File: src/rtl/board_io_ctrl.sv
// Board I/O controller: switch-loaded parameter bank, CONFIG/RUN sequencing,
// CPU clock-enable generation and paged, freezable result display.
module board_io_ctrl #(
    parameter int DATA_W     = 16,
    parameter int N_PARAMS   = 4,
    parameter int N_RES      = 4,
    parameter int RES_W      = 32,
    parameter int CE_DIV     = 4,
    parameter int PAGE_TICKS = 100000000
) (
    input  logic                                              in_clk,
    input  logic                                              in_rst,
    input  logic [DATA_W-1:0]                                 in_data,
    input  logic [(N_PARAMS > 1 ? $clog2(N_PARAMS) : 1)-1:0]  in_load_sel,
    input  logic                                              in_load,
    input  logic                                              in_page_btn,
    input  logic                                              in_auto,
    input  logic                                              in_freeze,
    input  logic [N_RES*RES_W-1:0]                            in_results,
    output logic [N_PARAMS*DATA_W-1:0]                        out_params,
    output logic [N_PARAMS-1:0]                               out_param_valid,
    output logic                                              out_run,
    output logic                                              out_cpu_ce,
    output logic [(N_RES > 1 ? $clog2(N_RES) : 1)-1:0]        out_page,
    output logic [RES_W-1:0]                                  out_disp_data
);

    localparam int SEL_W  = (N_PARAMS > 1) ? $clog2(N_PARAMS) : 1;
    localparam int PAGE_W = (N_RES > 1) ? $clog2(N_RES) : 1;
    localparam int CE_W   = $clog2(CE_DIV);
    localparam int TICK_W = $clog2(PAGE_TICKS);

    localparam logic [SEL_W:0]    SEL_LIM   = (SEL_W+1)'(N_PARAMS);
    localparam logic [CE_W-1:0]   CE_MAX    = CE_W'(CE_DIV - 1);
    localparam logic [TICK_W-1:0] TICK_MAX  = TICK_W'(PAGE_TICKS - 1);
    localparam logic [PAGE_W-1:0] PAGE_MAX  = PAGE_W'(N_RES - 1);

    typedef enum logic {
        ST_CONFIG = 1'b0,
        ST_RUN    = 1'b1
    } state_t;

    state_t state_q;
    state_t state_d;

    logic                load_prev_p0;
    logic                page_prev_p0;
    logic                load_evt;
    logic                page_evt;
    logic                sel_ok;

    logic [DATA_W-1:0]   params_p0 [N_PARAMS];
    logic [N_PARAMS-1:0] param_vld_p0;

    logic [CE_W-1:0]     ce_cnt_q;
    logic [TICK_W-1:0]   tick_cnt_q;
    logic [PAGE_W-1:0]   page_q;
    logic [PAGE_W-1:0]   page_next;

    logic [RES_W-1:0]    res_sel;
    logic [RES_W-1:0]    disp_data_p1;

    // ---- Stage 0: button edge detection against the registered sample
    always_ff @(posedge in_clk) begin
        if (in_rst) begin
            load_prev_p0 <= 1'b0;
            page_prev_p0 <= 1'b0;
        end else begin
            load_prev_p0 <= in_load;
            page_prev_p0 <= in_page_btn;
        end
    end

    assign load_evt = in_load & ~load_prev_p0;
    assign page_evt = in_page_btn & ~page_prev_p0;
    assign sel_ok   = ({1'b0, in_load_sel} < SEL_LIM);

    // ---- Control FSM: RUN is left only through reset
    always_ff @(posedge in_clk) begin
        if (in_rst) begin
            state_q <= ST_CONFIG;
        end else begin
            state_q <= state_d;
        end
    end

    always_comb begin
        state_d = state_q;
        case (state_q)
            ST_CONFIG: if (&param_vld_p0) state_d = ST_RUN;
            ST_RUN:    state_d = ST_RUN;
            default:   state_d = ST_CONFIG;
        endcase
    end

    assign out_run = (state_q == ST_RUN);

    // ---- Parameter bank: writable only while configuring
    always_ff @(posedge in_clk) begin
        if (in_rst) begin
            for (int i = 0; i < N_PARAMS; i++) begin
                params_p0[i] <= '0;
            end
            param_vld_p0 <= '0;
        end else if ((state_q == ST_CONFIG) && load_evt && sel_ok) begin
            for (int i = 0; i < N_PARAMS; i++) begin
                if (in_load_sel == SEL_W'(i)) begin
                    params_p0[i]    <= in_data;
                    param_vld_p0[i] <= 1'b1;
                end
            end
        end
    end

    for (genvar g = 0; g < N_PARAMS; g++) begin : g_pack_params
        assign out_params[g*DATA_W +: DATA_W] = params_p0[g];
    end

    assign out_param_valid = param_vld_p0;

    // ---- CPU clock enable: counter parked at zero outside RUN
    always_ff @(posedge in_clk) begin
        if (in_rst || (state_q != ST_RUN)) begin
            ce_cnt_q <= '0;
        end else if (ce_cnt_q == CE_MAX) begin
            ce_cnt_q <= '0;
        end else begin
            ce_cnt_q <= ce_cnt_q + CE_W'(1);
        end
    end

    assign out_cpu_ce = (state_q == ST_RUN) && (ce_cnt_q == CE_MAX);

    // ---- Page selection: manual button or periodic auto-advance
    assign page_next = (page_q == PAGE_MAX) ? '0 : page_q + PAGE_W'(1);

    always_ff @(posedge in_clk) begin
        if (in_rst) begin
            page_q     <= '0;
            tick_cnt_q <= '0;
        end else if (!in_auto) begin
            tick_cnt_q <= '0;
            if (page_evt) begin
                page_q <= page_next;
            end
        end else if (tick_cnt_q == TICK_MAX) begin
            tick_cnt_q <= '0;
            page_q     <= page_next;
        end else begin
            tick_cnt_q <= tick_cnt_q + TICK_W'(1);
        end
    end

    assign out_page = page_q;

    always_comb begin
        res_sel = '0;
        for (int k = 0; k < N_RES; k++) begin
            if (page_q == PAGE_W'(k)) begin
                res_sel = in_results[k*RES_W +: RES_W];
            end
        end
    end

    // ---- Stage 1: display register, frozen snapshot while in_freeze is high
    always_ff @(posedge in_clk) begin
        if (in_rst) begin
            disp_data_p1 <= '0;
        end else if (!in_freeze) begin
            disp_data_p1 <= res_sel;
        end
    end

    assign out_disp_data = disp_data_p1;

endmodule

File: config.mk
export PLATFORM = sky130hd
export DESIGN_NAME = board_io_ctrl
export DESIGN_NICKNAME = d
export VERILOG_FILES = /design/src/rtl/board_io_ctrl.sv
export SDC_FILE = /design/constraint.sdc
export NUM_CORES = 1
export LEC_CHECK = 0
export CAP_MARGIN = 20
export CORE_MARGIN = 5
export CORE_UTILIZATION = 39
export CTS_CLUSTER_DIAMETER = 60
export DETAILED_ROUTE_END_ITERATION = 10
export PLACE_DENSITY_LB_ADDON = 0.25
export SETUP_SLACK_MARGIN = 0.1
export SYNTH_ARGS = -nofsm -noshare
export SYNTH_HDL_FRONTEND = slang
export SYNTH_SLANG_ARGS = --single-unit
File: constraint.sdc
create_clock -name in_clk -period 1.9 [get_ports in_clk]
set_input_delay 0.19 -clock in_clk [delete_from_list [all_inputs] [get_ports in_clk]]
set_output_delay 0.19 -clock in_clk [all_outputs]
set_load 0.02 [all_outputs]
## Word level (Yosys, flattened, before mapping)

Memories as Yosys holds them, arrays and structs flattened.
Cells that the tools add are included.

- Input port bits: 152
- Memories kept: 1
- Bits in registers: 70
- RAM bits: 64

- Mux-type cells: 32
- Add/subtract/negate cells: 3
- Eq/ne operators: 9
- Reduce and logical (&&, ||, !) cells: 14
- Bitwise operators: 10

Memory list:

| memory | depth | width | read ports | clocked after Yosys merged registers in | wr ports | line | text |
|---|---|---|---|---|---|---|---|
| params_p0 | 4 | 16 | 4 | 0 | 4 | 52 | `logic [DATA_W-1:0] params_p0 [N_PARAMS];` |

Operators by type and width:

| kind | count |
|---|---|
| two-way mux 32 bit | 4 |
| two-way mux 16 bit | 4 |
| adder 27 x 1 -> 27 bit, second input constant | 1 |
| equality test 27 bit, second input constant | 1 |
| two-way mux 1 bit | 19 |
| equality test 2 bit, second input constant | 5 |
| AND reduction 2 bit | 5 |
| two-way mux 2 bit | 4 |
| adder 2 x 1 -> 2 bit, second input constant | 2 |
| equality test 2 x 1 -> 1 bit, second input constant | 2 |
| zero test 2 bit | 2 |
| NOT 1 bit | 4 |
| OR 1 bit | 4 |
| AND reduction 4 bit | 1 |
| OR reduction 3 bit | 1 |
| bitwise AND 1 bit | 2 |
| logical AND 1 bit | 2 |
| != test 2 x 1 -> 1 bit, second input constant | 1 |
| case mux 1 bit (2 select lines) | 1 |
| nonzero test 2 bit | 1 |
| OR reduction 2 bit | 1 |
| logical OR 1 bit | 1 |

## Depth between registers and ports, before layout

- Depth in word-level cells: 7
- Mapped depth: 9

## Worst setup path before layout

No wires, ideal clock.

- Path type: flip-flop to flip-flop
- Start: reg page_q[1] (netlist: out_page[1])
- End: reg disp_data_p1[10] (netlist: out_disp_data[10])
- Period minus slack after synthesis: 2.049 ns
- Cell stages (with the launch flop): 9
- Library setup time: 0.095 ns
- Arrival time: 1.954 ns
- Path slack: -0.149 ns
- Cell sequence: dfxtp_1 -> inv_1 -> ha_1 -> clkbuf_1 -> nor2b_1 -> clkbuf_1 -> a221oi_1 -> a211o_1 -> a221oi_1

- Longest elaborated chain between the ends: 5
- Elaborated cells on any way between the ends: 8

RTL lines:

| item | line | text |
|---|---|---|
| from (decl) | 57 | `logic [PAGE_W-1:0] page_q;` |
| from (signal assigned) | 144 | `page_q <= page_next;` |
| from (signal assigned) | 148 | `page_q <= page_next;` |
| zero test 2 bit | 159 | `if (page_q == PAGE_W'(k)) begin` |
| two-way mux 32 bit (3 in series) | 159 |  |
| two-way mux 32 bit (*) | 159 |  |
| to (signal assigned) | 170 | `disp_data_p1 <= res_sel;` |
| to (decl) | 61 | `logic [RES_W-1:0] disp_data_p1;` |

Every way passes the cells marked *; elsewhere a longest branch is shown, timed or not.
A chain may end at the register's enable or synchronous reset.

## Worst setup path in the final report

- Start: reg tick_cnt_q[19]
- End: reg page_q[0] (netlist: out_page[0])

- Longest elaborated chain between the ends: 3

RTL lines:

| item | line | text |
|---|---|---|
| from (decl) | 56 | `logic [TICK_W-1:0] tick_cnt_q;` |
| from (signal assigned) | 150 | `tick_cnt_q <= tick_cnt_q + TICK_W'(1);` |
| equality test 27 bit | 146 | `end else if (tick_cnt_q == TICK_MAX) begin` |
| != test 2 x 1 -> 1 bit (no source line) | n/a |  |
| AND reduction 2 bit (no source line) | n/a |  |

Every way passes these cells.

==> impl_metrics.env <==
export IMPL_port_buffers=255
export IMPL_cp_required_ns=2.24
export IMPL_gp_congestion=0.851
export IMPL_die_h_um=135
export IMPL_clock_latency_ns=0.42
export IMPL_antenna_found_initial=0
export IMPL_layout_nets=1033
export IMPL_synth_ff_type="dfxtp_1"
export IMPL_drive_gt1_share_pct=15.9
export IMPL_fin_crit_ns=1.86
export IMPL_hold_path_class="input port to flop"
export IMPL_die_width_um=135
export IMPL_grt_pass1_vias=5857
export IMPL_synth_edf_count=64
export IMPL_drv_slew=0
export IMPL_cts_clk_slew_worst_paths_ns=0.06
export IMPL_fillCellCount=1129
export IMPL_grt_setup_unrepaired="yes"
export IMPL_drtPass1Iterations=6
export IMPL_area_growth_pct=67.6
export IMPL_syn_cell_area_sq_um=6110
export IMPL_vdd_ir_drop_max_mv=0.701
export IMPL_tightest_slew_ns=0.431
export IMPL_synth_yosys_warnings=0
export IMPL_post_route_util_pct=66.9
export IMPL_async_reset_ff_share_pct=0
export IMPL_syn_inst=591
export IMPL_antenna_cells=0
export IMPL_setup_viol=0
export IMPL_place_area_sq_um=9140
export IMPL_pin_count=256
export IMPL_root_buffer="clkbuf_16"
export IMPL_drc=0
export IMPL_fmax_mhz=537
export IMPL_critical_path_class="flop to flop"
export IMPL_status="complete, no violations"
export IMPL_syn_num_nets=749
export IMPL_cts_tree="done"
export IMPL_start_util_pct=39.9
export IMPL_fin_crit_sh_pct=98.0
export IMPL_worstSetupEndpointType="flop"
export IMPL_slew_headroom_pct=71.3
export IMPL_overflow=0
export IMPL_drtIter0Drc=390
export IMPL_dieArea_sq_um=18300
export IMPL_syn_area_per_cell_sq_um=10.3
export IMPL_grt_max_degree=49
export IMPL_rows=45
export IMPL_cts_buffer_depth=2
export IMPL_wl_per_cell_um=18.6
export IMPL_ys_types=46
export IMPL_drtAntennaViolNets=0
export IMPL_maxCapViolations=0
export IMPL_vias_per_cell=5.34
export IMPL_fin_worst_skew_ns=0.00909
export IMPL_seq_area_frac_synth_pct=54.4
export IMPL_wl_mm=20.4
export IMPL_critPathMaxFanout=3
export IMPL_design_area_sq_um=10200
export IMPL_vias=5866
export IMPL_cts_buffers=17
export IMPL_dp_slack_ns=-0.0359
export IMPL_hpwl_mm=14.6
export IMPL_cts_sinks=134
export IMPL_p_per_area_nw_per_um2=802
export IMPL_grt_util_all_layers_pct=21.2
export IMPL_finalHoldViolCount=0
export IMPL_design_core_area_sq_um=15300
export IMPL_grt_pass1_wl_mm=30.6
export IMPL_cp_arrival_ns=2.20
export IMPL_cts_htree_levels=4
export IMPL_worst_slack_ns=0.0384
export IMPL_ys_ff_latch=134
export IMPL_leakage_uw=0.00405
export IMPL_cp_start_kind="flop"
[final cells by class]
type / count / area [sq um] / share of cell area [%]
Inverter: 72 / 270 / 2.64
Timing Repair Buffer: 306 / 3140 / 30.7
Clock inverter: 14 / 209 / 2.04
Multi-Input combinational cell: 344 / 2600 / 25.4
Tap cell: 211 / 264 / 2.58
Sequential cell: 134 / 3330 / 32.5
Clock buffer: 17 / 425 / 4.15
[layout by cell type, fill, tap and decap left out, drive strengths merged, types with 3 or more instances in the layout]
master	Yosys	final
nand2	17	17
nor2b	4	4
and3	19	19
inv	71	71
nor2	35	35
a211o	31	31
clkdlybuf4s50	0	253
clkinv	1	8
xor2	17	17
nand4	8	8
a21o	3	3
buf	4	49
dfxtp	70	70
edfxtp	64	64
clkbuf	37	20
nand3	16	16
and2	51	51
nor3	5	5
xnor2	6	6
nor4	6	6
ha	6	6
bufinv	0	5
a221oi	62	62
a21oi	37	37
[path summary, 6_finish.rpt]
| path | start | endpoint | slack [ns] | depth (start not counted) |
|---|---|---|---|---|
| max | tick_cnt_q[19]$_SDFF_PP0_ | out_page[0]$_SDFFE_PP0P_ | 0.04 | 5 |
| min | in_freeze | out_disp_data[6]$_SDFFE_PP0N_ | 0.32 | 2 |
| max reg2reg | tick_cnt_q[19]$_SDFF_PP0_ | out_page[0]$_SDFFE_PP0P_ | 0.04 | 5 |
| min reg2reg | ce_cnt_q[0]$_SDFF_PP0_ | ce_cnt_q[0]$_SDFF_PP0_ | 0.43 | 1 |
[stage by stage]
step                      hold WS, ns  instances  TNS (ns)  power [uW]
after floorplan                 0.318        591         0        3840
after global placement          0.415       1050         0        4580
after detailed placement        0.427       1050    -0.410        4610
after CTS                       0.278       1085         0        8170
after global routing            0.332       1098   -0.0353        8530
final                           0.315       1098         0        8220
[per-layer routing]
layer,track usage [%],vias to the layer above,part of all wire [%]
met3,7.17,56,9.3
met4,8.79,0,3.8
met1,24.8,2797,38
met5,0,-,0
li1,-,2709,-
met2,35.6,304,49
[cell usage after synthesis, drive strengths merged (2+ instances only)]
| master | number | area [sq um] |
|---|---|---|
| xor2 | 17 | 149 |
| xnor2 | 6 | 52.6 |
| and3 | 19 | 119 |
| a31o | 2 | 17.5 |
| dfxtp | 70 | 1400 |
| a21o | 3 | 22.5 |
| a221oi | 62 | 543 |
| or2 | 2 | 12.5 |
| o21ai | 2 | 13.8 |
| buf | 4 | 18.8 |
| nor3 | 5 | 25.0 |
| nand2 | 17 | 66.3 |
| inv | 71 | 267 |
| clkbuf | 37 | 139 |
| nor4 | 6 | 65.1 |
| nand3 | 16 | 80.1 |
| and2 | 51 | 319 |
| edfxtp | 64 | 1920 |
| a21oi | 37 | 185 |
| nor2b | 4 | 25.0 |
| or4b | 2 | 23.8 |
| nor3b | 2 | 20.0 |
| a211o | 31 | 272 |
| nand4 | 8 | 50.1 |
| ha | 6 | 75.1 |
| nor2 | 35 | 131 |
[timing repair]
item / 4_1_cts / 5_1_grt
gates cloned: 0 / 5
gates resized for setup: 9 / 51
pin swaps: 4 / 13
hold buffers: 0 / 0
setup endpoints to repair: 39 / 57
endpoints found under the hold margin: 0 / 0
buffers inserted: 4 / 8
[sequential cells by signal (all words and copies together) (netlist names)]
signal	cells
page_prev_p0	1
out_param_valid	4
params_p0	64
out_disp_data	32
load_prev_p0	1
out_page	2
tick_cnt_q	27
ce_cnt_q	2
out_run	1
[worst max-delay path, cell delays in order (launching register included)]
cell	delay [ns]
dfxtp_1	0.33
or4b_4	0.55
nor4_2	0.28
a21oi_1	0.14
or3_1	0.35
a21oi_1	0.13
[cells by family (layout without fill, tap and decap cells)]
kind of cell,count (synthesis),in the layout,synth area share [%]
AOI/OAI and AO/OA,141,141,17.8
DFF,134,134,54.4
xor gates and xnor gates,23,23,3.30
buffers and inverters,113,409,7.00
and+or+nand+nor,173,173,16.1
adders and majority gates,6,6,1.23
muxes,1,1,0.164
[power breakdown]
group          internal, uW  leakage, uW  switching [uW]
Sequential             3170      0.00124            62.5
Combinational           811      0.00250             655
Clock                  2310     0.000304            1210
Total                  6290      0.00405            1930
Power figures use the tool's default switching activity.
